===== src/rtl/survivor_select.sv =====
// survivor_select
//    Sequential consumer behind the SCL sorter network. It takes the 2L sorted
//    {index, PM} candidates one per cycle and keeps the first L as survivors.
//    It then offers the normalized survivor set to the list manager through a
//    valid/ready handshake.
//
//    Optional build macro: SURV_ORDER_CHECK_EN
//       defined   -> sticky order_err flags any candidate whose PM is lower
//                    than the previous candidate's PM in the same frame
//       undefined -> no checker is built; order_err is tied 0
//
//    state   | meaning
//    --------+----------------------------------------------------------
//    COLLECT | accepting candidates; the first L are stored, the rest dropped
//    DONE    | survivor set presented (out_valid=1); waiting for out_ready

module survivor_select #(
   parameter int PM_WIDTH    = 8,
   parameter int INDEX_WIDTH = 3
) (
   input  logic                                      clk,
   input  logic                                      rst_n,
   input  logic                                      in_valid,
   output logic                                      in_ready,
   input  logic [PM_WIDTH+INDEX_WIDTH-1:0]           in_data,
   output logic                                      out_valid,
   input  logic                                      out_ready,
   output logic [(1<<(INDEX_WIDTH-1))*PM_WIDTH-1:0]  surv_pm,
   output logic [(1<<(INDEX_WIDTH-1))*(INDEX_WIDTH-1)-1:0] surv_src,
   output logic [(1<<(INDEX_WIDTH-1))-1:0]           surv_bit,
   output logic [(1<<(INDEX_WIDTH-1))-1:0]           path_alive,
   output logic                                      order_err
);

   localparam int SRC_WIDTH = INDEX_WIDTH - 1;
   localparam int LIST_SIZE = 1 << SRC_WIDTH;
   localparam int CAND_NUM  = 2 * LIST_SIZE;
   localparam logic [INDEX_WIDTH-1:0] LAST_CNT = INDEX_WIDTH'(CAND_NUM - 1);

   typedef enum logic [0:0] {
      ST_COLLECT = 1'b0,
      ST_DONE    = 1'b1
   } state_t;

   state_t                    state_q;
   state_t                    state_d;
   logic [INDEX_WIDTH-1:0]    cnt_q;
   logic                      accept;
   logic [PM_WIDTH-1:0]       cand_pm;
   logic [INDEX_WIDTH-1:0]    cand_idx;
   logic                      store_slot;
   logic [SRC_WIDTH-1:0]      slot_sel;

   logic [PM_WIDTH-1:0]       stored_pm  [LIST_SIZE];
   logic [INDEX_WIDTH-1:0]    stored_idx [LIST_SIZE];
   logic [LIST_SIZE-1:0]      alive_raw;

   assign cand_pm  = in_data[PM_WIDTH-1:0];
   assign cand_idx = in_data[PM_WIDTH+INDEX_WIDTH-1:PM_WIDTH];
   assign accept   = in_valid & in_ready;

   // L is a power of two, so cnt < L is the same as the counter MSB being clear
   assign store_slot = accept & ~cnt_q[INDEX_WIDTH-1];
   assign slot_sel   = cnt_q[SRC_WIDTH-1:0];

   // State register
   always_ff @(posedge clk or negedge rst_n) begin
      if (!rst_n) begin
         state_q <= ST_COLLECT;
      end else begin
         state_q <= state_d;
      end
   end

   // Next-state and handshake outputs
   always_comb begin
      state_d   = state_q;
      in_ready  = 1'b0;
      out_valid = 1'b0;
      case (state_q)
         ST_COLLECT: begin
            in_ready = 1'b1;
            // in_ready is 1 here, so in_valid alone marks the accept
            if (in_valid && (cnt_q == LAST_CNT)) begin
               state_d = ST_DONE;
            end
         end
         ST_DONE: begin
            out_valid = 1'b1;
            if (out_ready) begin
               state_d = ST_COLLECT;
            end
         end
         default: begin
            state_d = ST_COLLECT;
         end
      endcase
   end

   // Candidate counter; wraps to 0 naturally after the 2L-th accept
   always_ff @(posedge clk or negedge rst_n) begin
      if (!rst_n) begin
         cnt_q <= '0;
      end else if (accept) begin
         cnt_q <= cnt_q + 1'b1;
      end
   end

   // Survivor storage; slots hold until the next frame overwrites them
   always_ff @(posedge clk or negedge rst_n) begin
      if (!rst_n) begin
         for (int k = 0; k < LIST_SIZE; k++) begin
            stored_pm[k]  <= '0;
            stored_idx[k] <= '0;
         end
      end else if (store_slot) begin
         stored_pm[slot_sel]  <= cand_pm;
         stored_idx[slot_sel] <= cand_idx;
      end
   end

   // Normalize PMs against slot 0 and unpack index fields
   always_comb begin
      surv_pm  = '0;
      surv_src = '0;
      surv_bit = '0;
      for (int k = 0; k < LIST_SIZE; k++) begin
         surv_pm[k*PM_WIDTH +: PM_WIDTH]    = stored_pm[k] - stored_pm[0];
         surv_src[k*SRC_WIDTH +: SRC_WIDTH] = stored_idx[k][INDEX_WIDTH-1:1];
         surv_bit[k]                        = stored_idx[k][0];
      end
   end

   // Mark every source path that feeds at least one survivor
   always_comb begin
      alive_raw = '0;
      for (int p = 0; p < LIST_SIZE; p++) begin
         for (int k = 0; k < LIST_SIZE; k++) begin
            if (stored_idx[k][INDEX_WIDTH-1:1] == SRC_WIDTH'(p)) begin
               alive_raw[p] = 1'b1;
            end
         end
      end
   end

   // Stale or reset slots would otherwise claim path 0 alive
   assign path_alive = out_valid ? alive_raw : '0;

`ifdef SURV_ORDER_CHECK_EN
   logic [PM_WIDTH-1:0] prev_pm_q;
   logic                order_err_q;

   // Sticky order check; the first candidate of a frame (cnt=0) is not compared
   always_ff @(posedge clk or negedge rst_n) begin
      if (!rst_n) begin
         prev_pm_q   <= '0;
         order_err_q <= 1'b0;
      end else if (accept) begin
         prev_pm_q <= cand_pm;
         if ((cnt_q != '0) && (cand_pm < prev_pm_q)) begin
            order_err_q <= 1'b1;
         end
      end
   end

   assign order_err = order_err_q;
`else
   assign order_err = 1'b0;
`endif

endmodule


===== config.mk =====
export PLATFORM = sky130hd
export DESIGN_NAME = survivor_select
export DESIGN_NICKNAME = d
export VERILOG_FILES = /design/src/rtl/survivor_select.sv
export SDC_FILE = /design/constraint.sdc
export NUM_CORES = 1
export LEC_CHECK = 0
export BUFFER_PORTS_ARGS = -buffer_cell sky130_fd_sc_hd__buf_2
export CAP_MARGIN = 20
export CORE_MARGIN = 2
export CORE_UTILIZATION = 51
export DETAILED_ROUTE_END_ITERATION = 16
export GPL_ROUTABILITY_DRIVEN = 0
export PLACE_DENSITY = 0.81
export SKIP_CTS_REPAIR_TIMING = 1
export SLEW_MARGIN = 30
export SYNTH_ARGS = -nofsm -noshare
export SYNTH_HDL_FRONTEND = slang
export SYNTH_SLANG_ARGS = --single-unit

===== constraint.sdc =====
create_clock -name clk -period 3.6 [get_ports clk]
set_input_delay 0.18 -clock clk [delete_from_list [all_inputs] [get_ports clk]]
set_output_delay 0.18 -clock clk [all_outputs]
set_load 0.01 [all_outputs]

==> run metrics <==
outcome=complete, no violations; H-tree lvl count=2; post-synthesis register bit count=48; Mean Syn Cell Area=10.8 um^2; # rows=27; CP Cell Sequence=inv_1, ha_1, fa_1, nor2b_4, o31a_1, or4b_1, o311ai_1, buf_2; most frequent cells in the layout=55 x buf_2, 48 x dfrtp_1, 44 x mux2_2; unrepaired setup endpoints after global routing=no; Worst Hold Path Cells=2; Final min period=2.43 ns; commonest non-fill, non-tap cell in the layout=buf_2; vias=2184; Slew Limit Fails=0; DR iter-0 viols=85; vias in the first global route=2092; Antenna Cells=0; hold path start=out_ready; CP startpoint kind=flip-flop; Post-synth EDFFs=0; largest net degree at the start of global routing=49; r2r worst-path depth=4; total congestion overflow=0; Clock Sinks=48; Synth Instances=275; DR vias/cell=5.38; R2R Path End=stored_pm[16]$_DFFE_PN0P_; nets@finish=377; share of cells above drive strength 1=32.0%; Worst EP arrival=2.25 ns; clk buf depth=2; Reg2Reg Setup Slack=1.68 ns; yosys warns=0; Syn Std Cell Area=2980 um^2; Die Width=80.4 um; CTS tree=done; Area Overhead vs Synth=13.5%; Async SR Flop Fraction=100%; Worst Hold Class=input port to flip-flop; CTS root buf=clkbuf_8; max_cap viols=0; post-DP HPWL=4.43 mm; Routed Antenna Nets=0; fillers=480; Synth area leader=dfrtp_1; Core ar.=5570 um^2; Critical Path RT=3.42 ns; wire length per cell=14.4 um; IO Pins=66; setup TNS=0 ns; slew margin rel.=56.0%; Synth area leaders=dfrtp_1 40%, mux2_2 17%, ha_1 11%; Total GRT Usage=19.6%; Final Hold Viols=0; WHS Endpoint=state_q$_DFF_PN0_; worst-margin pin slew=0.660 ns; final setup fails=0; CP Max Fanout=3; Worst setup EP type=primary output; die footprint=6470 um^2; first-pass GRT wire length=9.75 mm; Crit-path slowest cell=or4b_1; synth unique cells=33; chip height=80.4 um; Reg area=1200 um^2; CP top delay family=simple AND/OR/NAND/NOR gates; CP Buf/Inv Count=2; initial core utilization=53.4%; final wirelength=5.85 mm; worst-skew pair later-pin latency=0.29 ns; DR pass1 iterations=4; DRC errors left=0; Main synth FF type=dfrtp_1; Setup CP Type=flip-flop to primary output; clock transition at the registers of the reported paths=0.08 ns; post-route clock period utilization=67.5%; Worst Clk Skew=0.00381 ns; Inserted Clock Buffers=5; Critical Path Max Stage Delay=0.46 ns; antenna violations before repair=0; Yosys top cell area share=40.3%; number of port buffers=56; sequential area share after synthesis=40.3%; Multi-input gate area=1610 um^2; reg2reg start=state_q$_DFF_PN0_; fmax=411 MHz
-- per-layer routing --
layer / vias up / track usage, % / routed length [um]
met1: 1048 / 26.0 / 2650
li1: 1057 / - / -
met4: 0 / 5.08 / 72
met5: - / 0 / 0
met2: 71 / 33.0 / 2820
met3: 8 / 3.82 / 302
-- flip-flops by register name (all words and copies together), names as in the netlist --
register,cells
stored_pm,32
state_q,1
surv_src,8
surv_bit,4
cnt_q,3
-- layout make-up --
type	count	share of cell area (%)
clock buffer	8	2.66
inverter	26	2.89
multi-input combinational	195	47.6
sequential	48	35.5
tap	72	2.66
timing repair buffer	57	8.66
-- how the worst max path moves through the flow --
stage | from | end | slack [ns] | cells past startpoint
5_1_grt | stored_pm[0]$_DFFE_PN0P_ | surv_pm[30] | 1.04 | 8
3_5_place_dp | stored_pm[0]$_DFFE_PN0P_ | surv_pm[30] | 1.48 | 8
4_1_cts | stored_pm[0]$_DFFE_PN0P_ | surv_pm[30] | 1.15 | 8
2_1_floorplan | stored_pm[0]$_DFFE_PN0P_ | surv_pm[30] | 1.73 | 7
6_report | stored_pm[0]$_DFFE_PN0P_ | surv_pm[30] | 1.17 | 8
3_3_place_gp | stored_pm[0]$_DFFE_PN0P_ | surv_pm[30] | 1.52 | 8
-- stage by stage --
step	setup WS, ns	util [%]	hold WS (ns)	instance area, um^2	std cells
2_1_floorplan	1.73	-	-0.116	3010	283
3_3_place_gp	1.52	58.8	0.359	3280	397
3_5_place_dp	1.48	58.9	0.228	3280	397
4_1_cts	1.15	60.5	-0.0985	3370	405
5_1_grt	1.04	60.7	0.0491	3380	406
6_report	1.17	60.7	0.0525	3380	406
-- cell families after synthesis --
group                      synth area share (%)
and+or+nand+nor                            7.98
other                                     0.126
DFF                                        40.3
buffers and inverters                      6.68
muxes                                      17.0
adders and majority gates                  12.9
xor gates and xnor gates                   4.70
AOI/OAI and AO/OA                          10.3
-- synthesized netlist by cell type, types with 3 or more instances --
| cell type | n |
|---|---|
| xnor2_1 | 13 |
| nand2b_1 | 5 |
| and2_1 | 5 |
| o21a_1 | 3 |
| mux2_2 | 44 |
| a21oi_1 | 18 |
| nand2_1 | 13 |
| inv_1 | 26 |
| buf_4 | 13 |
| ha_1 | 26 |
| o22ai_1 | 4 |
| xor2_1 | 3 |
| dfrtp_1 | 48 |
| o211ai_1 | 3 |
| nor2b_1 | 4 |
| nor2_1 | 12 |
| fa_1 | 3 |
| a22oi_1 | 4 |
| o21ai_0 | 10 |
Power is left out: the tool's default activity adds up to more than one toggle a clock period on the data nets, which glitch-free logic cannot reach.
